<file path="src/rtl/bsg_chip_mon_pkg.sv">
// Shared types for the chip-top traffic monitor: FSM states and the ready_and link layout.
// The link macro lives here so every file after the package can size links to its own flit width.
`define BSG_READY_AND_LINK_SIF(width) struct packed { logic v; logic [(width)-1:0] data; logic ready_and_rev; }

package bsg_chip_mon_pkg;

  localparam int flit_width_p = 32;

  typedef enum logic [1:0] {
    IDLE    = 2'd0,
    CAPTURE = 2'd1,
    SHIFT   = 2'd2,
    DONE    = 2'd3
  } mon_state_e;

  typedef `BSG_READY_AND_LINK_SIF(flit_width_p) link_sif_t;

endpackage

</file>
<file path="src/rtl/bsg_chip_mon_counter.sv">
// Single flit counter: clear loads this cycle's event bit, otherwise +1 per event.
// Wraps by default; BSG_CHIP_MON_SATURATE_EN makes it stick at all-ones.
module bsg_chip_mon_counter #(
  parameter int width_p = 16
) (
  input  logic               clk_i,
  input  logic               reset_i,
  input  logic               clear_i,
  input  logic               inc_i,
  output logic [width_p-1:0] count_o
);

  logic [width_p-1:0] count_d, count_q;

  always_comb begin
    count_d = count_q;
    if (clear_i) begin
      count_d = {{(width_p-1){1'b0}}, inc_i};
    end else if (inc_i) begin
`ifdef BSG_CHIP_MON_SATURATE_EN
      if (!(&count_q)) count_d = count_q + 1'b1;
`else
      count_d = count_q + 1'b1;
`endif
    end
  end

  always_ff @(posedge clk_i or posedge reset_i) begin
    if (reset_i) count_q <= '0;
    else         count_q <= count_d;
  end

  assign count_o = count_q;

endmodule

</file>
<file path="src/rtl/bsg_wormhole_router.sv">
// Unbuffered dimension-ordered wormhole router; links pass combinationally, no added latency.
// An output is held by one input from header until the last body flit; blocked inputs see ready low.
module bsg_wormhole_router #(
  parameter int flit_width_p = 32,
  parameter int dims_p       = 2,
  parameter int cord_width_p = 8,
  parameter int len_width_p  = 4,
  localparam int dirs_lp       = 2*dims_p + 1,
  localparam int link_width_lp = flit_width_p + 2
) (
  input  logic                                   clk_i,
  input  logic                                   reset_i,
  input  logic [cord_width_p-1:0]                my_cord_i,
  input  logic [dirs_lp-1:0][link_width_lp-1:0]  links_i,
  output logic [dirs_lp-1:0][link_width_lp-1:0]  links_o
);

  localparam int dir_w_lp = $clog2(dirs_lp);
  localparam int cw_lp    = cord_width_p / dims_p;

  typedef `BSG_READY_AND_LINK_SIF(flit_width_p) link_s;

  link_s [dirs_lp-1:0] li, lo;
  assign li      = links_i;
  assign links_o = lo;

  logic [dirs_lp-1:0]                busy_d, busy_q;
  logic [dirs_lp-1:0][dir_w_lp-1:0]  dir_d, dir_q, hdr_dir, sel_i;
  logic [dirs_lp-1:0][len_width_p-1:0] rem_d, rem_q;
  logic [dirs_lp-1:0]                sel_v, owned;

  // Resolve the lowest dimension first: low side is 2k+1, high side 2k+2, P is 0.
  function automatic logic [dir_w_lp-1:0] route(input logic [cord_width_p-1:0] dest,
                                                 input logic [cord_width_p-1:0] mine);
    logic [dir_w_lp-1:0] r;
    logic found;
    r = '0;
    found = 1'b0;
    for (int k = 0; k < dims_p; k++) begin
      if (!found && dest[k*cw_lp +: cw_lp] < mine[k*cw_lp +: cw_lp]) begin
        r = dir_w_lp'(2*k + 1);
        found = 1'b1;
      end else if (!found && dest[k*cw_lp +: cw_lp] > mine[k*cw_lp +: cw_lp]) begin
        r = dir_w_lp'(2*k + 2);
        found = 1'b1;
      end
    end
    return r;
  endfunction

  always_comb begin
    for (int i = 0; i < dirs_lp; i++) hdr_dir[i] = route(li[i].data[cord_width_p-1:0], my_cord_i);
  end

  always_comb begin
    lo    = '0;
    sel_v = '0;
    sel_i = '0;
    owned = '0;
    for (int o = 0; o < dirs_lp; o++) begin
      for (int i = 0; i < dirs_lp; i++) begin
        if (busy_q[i] && int'(dir_q[i]) == o) begin
          owned[o] = 1'b1;
          sel_v[o] = 1'b1;
          sel_i[o] = dir_w_lp'(i);
        end
      end
      // Free outputs go to the lowest-numbered waiting header.
      if (!owned[o]) begin
        for (int i = dirs_lp-1; i >= 0; i--) begin
          if (!busy_q[i] && li[i].v && int'(hdr_dir[i]) == o) begin
            sel_v[o] = 1'b1;
            sel_i[o] = dir_w_lp'(i);
          end
        end
      end
      lo[o].v    = sel_v[o] & li[sel_i[o]].v;
      lo[o].data = li[sel_i[o]].data;
    end
    for (int i = 0; i < dirs_lp; i++) begin
      for (int o = 0; o < dirs_lp; o++) begin
        if (sel_v[o] && int'(sel_i[o]) == i) lo[i].ready_and_rev = li[o].ready_and_rev;
      end
    end
  end

  always_comb begin
    busy_d = busy_q;
    dir_d  = dir_q;
    rem_d  = rem_q;
    for (int i = 0; i < dirs_lp; i++) begin
      if (li[i].v && lo[i].ready_and_rev) begin
        if (!busy_q[i]) begin
          if (li[i].data[cord_width_p +: len_width_p] != '0) begin
            busy_d[i] = 1'b1;
            dir_d[i]  = hdr_dir[i];
            rem_d[i]  = li[i].data[cord_width_p +: len_width_p];
          end
        end else begin
          rem_d[i] = rem_q[i] - 1'b1;
          if (rem_q[i] == len_width_p'(1)) busy_d[i] = 1'b0;
        end
      end
    end
  end

  always_ff @(posedge clk_i or posedge reset_i) begin
    if (reset_i) begin
      busy_q <= '0;
      dir_q  <= '0;
      rem_q  <= '0;
    end else begin
      busy_q <= busy_d;
      dir_q  <= dir_d;
      rem_q  <= rem_d;
    end
  end

endmodule

</file>
<file path="src/rtl/bsg_chip_mon_router.sv">
// Chip-top router wrapper with per-direction ingress/egress flit counters snapshotted into a serial scan chain.
// Links are untouched (zero added latency); saturating counters under BSG_CHIP_MON_SATURATE_EN.
module bsg_chip_mon_router
  import bsg_chip_mon_pkg::*;
#(
  parameter int flit_width_p       = 32,
  parameter int dims_p             = 2,
  parameter int cord_width_p       = 8,
  parameter int len_width_p        = 4,
  parameter int ctr_width_p        = 16,
  parameter int clear_on_capture_p = 1,
  localparam int dirs_lp       = 2*dims_p + 1,
  localparam int link_width_lp = flit_width_p + 2,
  localparam int chain_len_lp  = 2*dirs_lp*ctr_width_p
) (
  input  logic                                  clk_i,
  input  logic                                  reset_i,
  input  logic [cord_width_p-1:0]               my_cord_i,
  input  logic [dirs_lp-1:0][link_width_lp-1:0] links_i,
  output logic [dirs_lp-1:0][link_width_lp-1:0] links_o,
  input  logic                                  capture_i,
  input  logic                                  shift_i,
  input  logic                                  scan_i,
  output logic                                  scan_o,
  output logic                                  scan_done_o,
  output logic                                  busy_o
);

  localparam int sc_w_lp = $clog2(chain_len_lp);
  localparam logic [sc_w_lp-1:0] last_lp = sc_w_lp'(chain_len_lp - 1);

  typedef `BSG_READY_AND_LINK_SIF(flit_width_p) link_s;

  link_s [dirs_lp-1:0] li, lo;
  assign li = links_i;
  assign lo = links_o;

  bsg_wormhole_router #(
    .flit_width_p (flit_width_p),
    .dims_p       (dims_p),
    .cord_width_p (cord_width_p),
    .len_width_p  (len_width_p)
  ) router (
    .clk_i     (clk_i),
    .reset_i   (reset_i),
    .my_cord_i (my_cord_i),
    .links_i   (links_i),
    .links_o   (links_o)
  );

  mon_state_e                state_d, state_q;
  logic [chain_len_lp-1:0]   shadow_d, shadow_q, ctr_flat;
  logic [sc_w_lp-1:0]        shift_cnt_d, shift_cnt_q;
  logic [dirs_lp-1:0]        in_evt, out_evt;
  logic                      clear;

  // Clearing on the capture cycle reloads each counter with that cycle's event, so nothing is lost.
  assign clear = (state_q == CAPTURE) && (clear_on_capture_p != 0);

  for (genvar d = 0; d < dirs_lp; d++) begin : g_dir
    assign in_evt[d]  = li[d].v & lo[d].ready_and_rev;
    assign out_evt[d] = lo[d].v & li[d].ready_and_rev;

    bsg_chip_mon_counter #(.width_p(ctr_width_p)) in_ctr (
      .clk_i   (clk_i),
      .reset_i (reset_i),
      .clear_i (clear),
      .inc_i   (in_evt[d]),
      .count_o (ctr_flat[(2*d)*ctr_width_p +: ctr_width_p])
    );

    bsg_chip_mon_counter #(.width_p(ctr_width_p)) out_ctr (
      .clk_i   (clk_i),
      .reset_i (reset_i),
      .clear_i (clear),
      .inc_i   (out_evt[d]),
      .count_o (ctr_flat[(2*d+1)*ctr_width_p +: ctr_width_p])
    );
  end

  always_comb begin
    state_d     = state_q;
    shadow_d    = shadow_q;
    shift_cnt_d = shift_cnt_q;
    case (state_q)
      IDLE: begin
        if (capture_i) begin
          state_d = CAPTURE;
        end else if (shift_i) begin
          state_d     = SHIFT;
          shift_cnt_d = '0;
        end
      end
      CAPTURE: begin
        shadow_d = ctr_flat;
        state_d  = IDLE;
      end
      SHIFT: begin
        shadow_d    = {scan_i, shadow_q[chain_len_lp-1:1]};
        shift_cnt_d = shift_cnt_q + 1'b1;
        if (shift_cnt_q == last_lp) state_d = DONE;
      end
      DONE:    state_d = IDLE;
      default: state_d = IDLE;
    endcase
  end

  always_ff @(posedge clk_i or posedge reset_i) begin
    if (reset_i) begin
      state_q     <= IDLE;
      shadow_q    <= '0;
      shift_cnt_q <= '0;
    end else begin
      state_q     <= state_d;
      shadow_q    <= shadow_d;
      shift_cnt_q <= shift_cnt_d;
    end
  end

  assign scan_o      = shadow_q[0];
  assign scan_done_o = (state_q == DONE);
  assign busy_o      = (state_q != IDLE);

endmodule
</file>
<file path="config.mk">
export PLATFORM = sky130hd
export DESIGN_NAME = bsg_chip_mon_router
export DESIGN_NICKNAME = d
export VERILOG_FILES = /design/src/rtl/bsg_chip_mon_pkg.sv /design/src/rtl/bsg_chip_mon_counter.sv /design/src/rtl/bsg_wormhole_router.sv /design/src/rtl/bsg_chip_mon_router.sv
export SDC_FILE = /design/constraint.sdc
export NUM_CORES = 1
export LEC_CHECK = 0
export ABC_AREA = 1
export ABC_CLOCK_PERIOD_IN_PS = 7450
export BUFFER_PORTS_ARGS = -buffer_cell sky130_fd_sc_hd__buf_4
export CORE_UTILIZATION = 45
export CTS_BUF_LIST = sky130_fd_sc_hd__clkbuf_4
export CTS_CLUSTER_SIZE = 24
export DETAILED_ROUTE_END_ITERATION = 16
export PLACE_DENSITY = 0.65
export REMOVE_ABC_BUFFERS = 1
export SLEW_MARGIN = 40
export SYNTH_ARGS = -nofsm -noshare
export SYNTH_HDL_FRONTEND = slang
export SYNTH_HIERARCHICAL = 1
export SYNTH_SLANG_ARGS = --single-unit
export TNS_END_PERCENT = 20
</file>
<file path="constraint.sdc">
create_clock -name clk_i -period 7.45 [get_ports clk_i]
set_input_delay 0.3725 -clock clk_i [delete_from_list [all_inputs] [get_ports clk_i]]
set_output_delay 0.3725 -clock clk_i [all_outputs]
set_load 0.1 [all_outputs]
</file>
==> results.md, run 1 <==
| Stage | Item | This run |
|:---|:---|:---|
| run status | Status | finished, final reports clean |
| global routing | Global-route wire length before repair | 155000 µm |
| sta | Clock skew | 0.0852 ns |
| setup path | Required @ worst endpoint | 7.08 ns |
| synth | Number of library cell types mapped by synthesis | 49 |
| clock tree | Clock Path Buffers | 3 |
| clock tree | Clock transition time at the flip-flop clock pins of the worst setup and hold paths | 0.07 ns |
| global routing | Via count of the first global-routing pass | 27900 |
| sta | RSZ-0062 raised after global routing | no |
| synth | Mean Syn Cell Area | 6.44 µm² |
| placed design | Port buffer count | 355 |
| sta | Final number of setup-violating endpoints | 0 |
| clock tree | Number of cells upsized or downsized after cts | 0 |
| detailed routing | Via density per instance | 5.46 |
| setup path | Reg-to-reg startpoint | router/busy_q[1] |
| detailed routing | Number of DRC markers after the initial detailed-route iteration | 2660 |
| cells and area | Layout Area Growth over Synthesis | 17.2% |
| run | Maximum Capacitance Violations | 0 |
| clock tree | CTS Buf Count | 100 |
| die | Die Outline Area | 62000 µm² |
| clock tree | Number of H-tree branching levels | 3 |
| cells and area | Final nets | 4857 |
| detailed routing | Wire length after detailed routing | 98400 µm |
| hold path | Source of the worst hold timing path | links_i[148] |
| synth | Post-synthesis sequential element count | 370 |
| sta | Relative slew margins | 36.5% |
| setup path | Largest fanout on the critical path | 22 |
| sta | Highest Clock Rate | 0.195 GHz |
| hold path | Hold-critical path depth | 5 |
| sta | Final hold violations | 0 |
| global routing | Number of antenna violations at the first check in global routing | 5 |
| hold path | Min-Delay Endpoint | router/rem_q[19] |
| sta | Final Critical Period | 5.13 ns |
| synth | Number of warnings issued by yosys | 6 |
| synth | Top cells by area in the synthesized netlist | dfrtp_1 (34%), nand2_1 (24%), nor2_1 (5.7%) |
| sta | Final cycle utilization of the critical path | 68.9% |
| die | Width of the die | 249 µm |
| synth | Share of the synthesized area in the top cell type | 33.7% |
| global routing | Aggregate global routing overflow | 0 |
| die | Boundary pin count | 356 |
| placed design | HPWL after DPL | 68900 µm |
| setup path | Endpoint of the most critical register-to-register path | g_dir[0].in_ctr/count_o[11] |
| die | Die Height | 249 µm |
| setup path | Category of the worst setup path capture point | output port |
| setup path | Worst Setup Path Type | flip-flop to output port |
| die | Core Box Area | 60400 µm² |
| synth | Area of the mapped netlist | 27500 µm² |
| detailed routing | Total number of vias | 29800 |
| detailed routing | Antenna-violating nets left | 0 |
| clock tree | CTS Hold Bufs | 38 |
| sta | Slew at the pin with the worst max-slew slack | 0.942 ns |
| hold path | Path class of the lowest-slack min-delay path | input port to flip-flop |
| detailed routing | First-pass iteration count of the detailed router | 6 |
| setup path | Critical path startpoint category | flip-flop |
| detailed routing | DR WL/cell | 18.0 µm |
| cells and area | Layout cell share with drive strength beyond 1 | 15.1% |
| setup path | Worst Path Arrival | 4.76 ns |
| die | Num rows | 90 |
| clock tree | Post-CTS Setup Bufs | 0 |
| sta | Count of pins over their slew limit | 0 |
| synth | Syn Inst Count | 4265 |
| synth | Leading area contributor after synthesis | dfrtp_1 |
| synth | Proportion of synthesized chip area in sequential cells | 33.7% |
| clock tree | Root Driver | clkbuf_4 |
| clock tree | Number of clock sinks seen by CTS | 370 |
| placed design | Global placement routability congestion | 1.04 |
| sta | Sum Neg Setup Slack | 0 ns |
| clock tree | Clock tree from TritonCTS | yes |
| setup path | Worst-case register-to-register setup slack | 2.89 ns |
| clock tree | Worst skew pair latency | 0.86 ns |
| global routing | Aggregate global-route resource usage | 31.2% |
| setup path | Worst Reg2Reg Path Length in Cells | 23 |
| die | Initial core utilization | 45.5% |
| detailed routing | Total DRC errors in the routed layout | 0 |
| global routing | Maximum number of pins on one net before global-route repair | 111 |
==> stage by stage <==
| stage | instance area, µm² | setup slack (ns) | utilization [%] | instances | hold slack [ns] |
|---|---|---|---|---|---|
| after global placement | 30400 | 2.92 | 50.4 | 5246 | 0.470 |
| after floorplan | 26500 | 0.927 | - | 4081 | 0.286 |
| after detailed placement | 30500 | 2.94 | 50.5 | 5250 | 0.473 |
| after CTS | 32100 | 2.37 | 53.2 | 5461 | 0.0178 |
| after global routing | 32200 | 2.14 | 53.3 | 5467 | 0.100 |
| final | 32200 | 2.32 | 53.3 | 5467 | 0.131 |
==> synth_stat cells, drive strengths merged <==
library cell and number:
inv 389, dfrtp 370, nor3 23, o211ai 4, nand2 1780, or2 2, o22ai 1, nor2 474
o21bai 5, a31oi 186, and2 2, clkbuf 39, o32ai 1, nor4 5, o21a 1, xor2 17
a21boi 6, o21ai 263, o2111ai 17, a21o 1, ha 65, a22oi 8, nand3 141, clkinv 1
a211oi 10, o221ai 1, buf 145, nand4 212, a21oi 94, mux2i 1, xnor2 1
==> final cells by class <==
type,instances,area (µm²)
fill,6183,28200
multi-input combinational,3321,15800
sequential,370,9260
timing repair buffer,426,3380
inverter,390,1490
clock buffer,148,1110
tap,782,978
clock inverter,25,146
antenna,5,12.5
==> worst max-delay path by stage <==
stage	depth (start not counted)	start	endpoint	slack (ns)
detailed placement	31	my_cord_i[1]	g_dir[0].in_ctr/count_o[15]	2.94
finish	14	router/busy_q[1]	links_o[79]	2.32
global placement	27	my_cord_i[7]	g_dir[2].in_ctr/count_o[15]	2.92
global route	14	router/busy_q[1]	links_o[79]	2.14
floorplan	5	state_q[0]	shadow_q[0]	0.93
CTS	14	router/busy_q[1]	links_o[79]	2.37
==> layout by cell type, fill, tap and decap left out, types with 5 or more instances in the layout <==
| cell | synthesis | routed |
|---|---|---|
| nand2_4 | 12 | 12 |
| o21bai_1 | 5 | 5 |
| nor2_4 | 48 | 48 |
| dfrtp_1 | 370 | 370 |
| dlygate4sd3_1 | 0 | 38 |
| xor2_1 | 17 | 17 |
| a21oi_1 | 92 | 92 |
| o21ai_0 | 249 | 247 |
| ha_1 | 65 | 62 |
| clkbuf_4 | 0 | 148 |
| nor2_2 | 10 | 10 |
| inv_1 | 362 | 356 |
| a22oi_1 | 8 | 8 |
| nand2_1 | 1749 | 1749 |
| nand3_1 | 129 | 129 |
| buf_4 | 12 | 379 |
| nand2_2 | 19 | 19 |
| a211oi_1 | 10 | 10 |
| a31oi_1 | 186 | 186 |
| diode_2 | 0 | 5 |
| nor2_1 | 415 | 415 |
| clkinv_1 | 0 | 17 |
| inv_2 | 24 | 29 |
| nand3_2 | 12 | 12 |
| nand4_2 | 13 | 13 |
| o2111ai_1 | 17 | 17 |
| nand4_1 | 199 | 199 |
| nor3_1 | 21 | 21 |
| o21ai_1 | 11 | 13 |
==> registers in the layout, indices dropped and copies added (netlist names) <==
register / cells
state_q: 2
g_dir.in_ctr/count_o: 80
router/dir_q: 15
shift_cnt_q: 8
router/rem_q: 20
router/busy_q: 5
g_dir.out_ctr/count_o: 80
shadow_q: 160
==> metal layers <==
layer / wire (µm) / global-route usage [%] / share of wire, %
met5: 0 / 0 / 0
met2: 43100 / 48.4 / 44
met1: 40200 / 39.1 / 41
met4: 6800 / 21.4 / 6.9
met3: 8290 / 6.46 / 8.4
==> critical path: stages (launching register included) <==
cell	delay (ns)
dfrtp_1	0.69
nand3_1	0.19
o21ai_0	0.45
nor2_1	0.08
nand2_1	0.15
a31oi_1	0.09
nand2_1	0.12
nand2_1	0.09
nor2_2	0.63
buf_4	0.47
nand2_1	0.09
o2111ai_1	0.11
nand2_1	0.06
o21ai_0	0.31
buf_4	0.42
==> cells by family (layout without fill, tap and decap cells) <==
family          count (synthesis)  after routing  share of synthesized area [%]
simple gates                 2639           2639                           41.4
other cells                     0              5                              0
flops                         370            370                           33.7
buf+inv                       574            989                           8.85
fa+ha+maj                      65             65                           2.96
compound gates                598            598                           12.5
xor+xnor                       18             18                          0.574
mux                             1              1                         0.0365
Power of run 1 is left out: the tool's default activity adds up to more than one toggle a clock period on the data nets, which glitch-free logic cannot reach.
==> run 2: changes to the inputs <==
--- a/config.mk
+++ b/config.mk
@@ -6,13 +6,13 @@
 export NUM_CORES = 1
 export LEC_CHECK = 0
 export ABC_AREA = 1
-export ABC_CLOCK_PERIOD_IN_PS = 7450
+export ABC_CLOCK_PERIOD_IN_PS = 4710
 export BUFFER_PORTS_ARGS = -buffer_cell sky130_fd_sc_hd__buf_4
 export CORE_UTILIZATION = 45
 export CTS_BUF_LIST = sky130_fd_sc_hd__clkbuf_4
 export CTS_CLUSTER_SIZE = 24
 export DETAILED_ROUTE_END_ITERATION = 16
-export PLACE_DENSITY = 0.65
+export PLACE_DENSITY = 0.67
 export REMOVE_ABC_BUFFERS = 1
 export SLEW_MARGIN = 40
 export SYNTH_ARGS = -nofsm -noshare
==> constraint.sdc (replaced) <==
create_clock -name clk_i -period 4.71 [get_ports clk_i]
set_input_delay 0.2355 -clock clk_i [delete_from_list [all_inputs] [get_ports clk_i]]
set_output_delay 0.2355 -clock clk_i [all_outputs]
set_load 0.1 [all_outputs]
==> run 2 against run 1 <==
Final area grew 0.75%; sequential share of layout area down 0.21 points; register-to-register slack got worse by 2.2 ns.
==> results.md, run 2 (synthesis results as in run 1) <==
| Stage | Item | This run |
|:---|:---|:---|
| run status | Status | finished, final reports clean |
| die | Core Box Area | 60400 µm² |
| global routing | Maximum number of pins on one net before global-route repair | 167 |
| global routing | Met1 track demand over resource | 37.7% |
| setup path | Worst Reg2Reg Path Length in Cells | 23 |
| cells and area | Largest register by flop count | shadow_q |
| hold path | Path class of the lowest-slack min-delay path | input port to flip-flop |
| die | Boundary pin count | 356 |
| sta | Final cycle utilization of the critical path | 96.3% |
| detailed routing | Number of DRC markers after the initial detailed-route iteration | 2623 |
| setup path | Peak per-stage delay on the critical path | 0.52 ns |
| clock tree | Clock tree from TritonCTS | yes |
| detailed routing | Antenna-violating nets left | 0 |
| die | Width of the die | 249 µm |
| setup path | Category of the worst setup path capture point | output port |
| setup path | Cell with the most instances on the worst path | nand2_1 |
| sta | Relative slew margins | 34.4% |
| clock tree | Clock Path Buffers | 3 |
| global routing | Met2 routing resource usage after global routing | 49.5% |
| clock tree | Clock transition time at the flip-flop clock pins of the worst setup and hold paths | 0.07 ns |
| cells and area | Final nets | 4876 |
| setup path | Largest fanout on the critical path | 32 |
| clock tree | Number of clock sinks seen by CTS | 370 |
| setup path | Endpoint of the most critical register-to-register path | g_dir[2].out_ctr/count_o[15] |
| cells and area | Post-Layout Cell Count | 5492 |
| placed design | HPWL after DPL | 68300 µm |
| placed design | Port buffer count | 355 |
| setup path | Reg-to-reg startpoint | router/busy_q[3] |
| cells and area | Leading cell types in the layout, fill and taps excluded | nand2_1 (1749), nor2_1 (415), buf_4 (392), dfrtp_1 (370), inv_1 (354) |
| die | Num rows | 90 |
| setup path | Critical path startpoint category | flip-flop |
| sta | Highest Clock Rate | 0.221 GHz |
| sta | Final number of setup-violating endpoints | 0 |
| placed design | Placement Setup Slack | 0.762 ns |
| detailed routing | First-pass iteration count of the detailed router | 6 |
| setup path | Worst Setup Path Type | flip-flop to output port |
| sta | Worst hold slack across all endpoints | 0.150 ns |
| global routing | Number of antenna violations at the first check in global routing | 3 |
| cells and area | Share of the core filled with cells in the final layout | 53.7% |
| detailed routing | Total DRC errors in the routed layout | 0 |
| sta | Slew at the pin with the worst max-slew slack | 0.974 ns |
| sta | Final Critical Period | 4.54 ns |
| cells and area | Max FFs per register | 160 |
| cells and area | Layout Area Growth over Synthesis | 18.1% |
| global routing | Busiest layer in global routing | met2 |
| clock tree | Root Driver | clkbuf_4 |
| clock tree | Number of H-tree branching levels | 3 |
| detailed routing | Total number of vias | 30300 |
| die | Die Height | 249 µm |
| global routing | Global-route track usage on met3 | 6.19% |
| sta | Final hold violations | 0 |
| hold path | Hold-critical path depth | 7 |
| clock tree | Worst skew pair latency | 0.82 ns |
| cells and area | Leading cell type in the layout, fill and taps excluded | nand2_1 |
| detailed routing | Wire length after detailed routing | 97300 µm |
| detailed routing | Via density per instance | 5.51 |
| global routing | Aggregate global routing overflow | 0 |
| setup path | Worst path slowest cell | dfrtp_1 |
| global routing | Aggregate global-route resource usage | 31.0% |
| sta | Setup slack after layout | 0.175 ns |
| sta | RSZ-0062 raised after global routing | no |
| setup path | Cell chain of the critical path | inv_2, nor2_1, nand2_1, inv_2, nor2_1, nand2_1, nor2_1, nand2_1, nor2_2, nand2_1, nand2_4, inv_4, a21oi_4, buf_4, nand2_1, nand4_1, nand2_1, o21ai_0, buf_4 |
| global routing | Via count of the first global-routing pass | 29000 |
| placed design | Number of placed instances, taps included | 5260 |
| detailed routing | DR WL/cell | 17.7 µm |
| sta | Count of pins over their slew limit | 0 |
| cells and area | Layout cell share with drive strength beyond 1 | 15.4% |
| die | Initial core utilization | 45.5% |
| placed design | Global placement routability congestion | 1.04 |
| setup path | Required @ worst endpoint | 4.47 ns |
| clock tree | CTS Buf Count | 99 |
| setup path | Startpoint of the worst setup timing path | router/busy_q[1] |
| run | Maximum Capacitance Violations | 0 |
| sta | Clock skew | 0.0489 ns |
| setup path | Worst Path Arrival | 4.30 ns |
| setup path | End point of the critical path | links_o[9] |
| global routing | Global-route wire length before repair | 156000 µm |
| die | Die Outline Area | 62000 µm² |
| setup path | Worst-case register-to-register setup slack | 0.69 ns |
[run 2: cell types whose count changed in the layout (fill, tap and decap cells not counted), sizes merged]
cell | before | now
clkbuf | 148 | 147
clkinv | 21 | 25
clkinvlp | 4 | 5
dlygate4sd3 | 38 | 47
diode | 5 | 4
buf | 388 | 399
bufinv | 1 | 3
[run 2: area by class of cell]
class / instances / area, µm²
antenna: 4 / 10.0
sequential: 370 / 9260
clock inverter: 32 / 214
fill: 6090 / 27900
inverter: 390 / 1500
multi-input combinational: 3321 / 15800
tap: 782 / 978
clock buffer: 147 / 1100
timing repair buffer: 446 / 3530
[run 2: worst min-delay path by stage]
stage                                 from                          to
after global placement    router/rem_q[15]            router/rem_q[15]
after CTS                     my_cord_i[4]             router/dir_q[8]
after floorplan                    reset_i  g_dir[0].in_ctr/count_o[0]
after global routing          my_cord_i[4]            router/dir_q[11]
after detailed placement   router/rem_q[1]             router/rem_q[1]
final                         my_cord_i[4]             router/dir_q[8]
[run 2: repair_timing]
action	4_1_cts	5_1_grt
buffers inserted	0	2
setup endpoints to repair	0	47
hold endpoints to repair	357	0
gates resized for setup	0	9
hold buffers	47	0
[run 2: through the flow]
stage          setup TNS, ns  instance area (µm²)
6_report                   0                32400
3_5_place_dp               0                30600
4_1_cts                    0                32400
5_1_grt                    0                32400
3_3_place_gp               0                30500
2_1_floorplan        -343.75                26500
[run 2: critical path: cells and delay by family (launching register included)]
kind	cells	cell delay, ns
AND/OR/NAND/NOR	12	1.24
AO/OA/AOI/OAI	2	0.45
flip-flops	1	0.52
buffers and inverters	5	1.25
[run 2: metal layers]
metal	vias to the layer above	routed length, µm
met4	0	6550
met5	-	0
li1	14600	-
met3	372	8350
met2	1413	43700
met1	13800	38700
Power of run 2 is left out for the same reason.
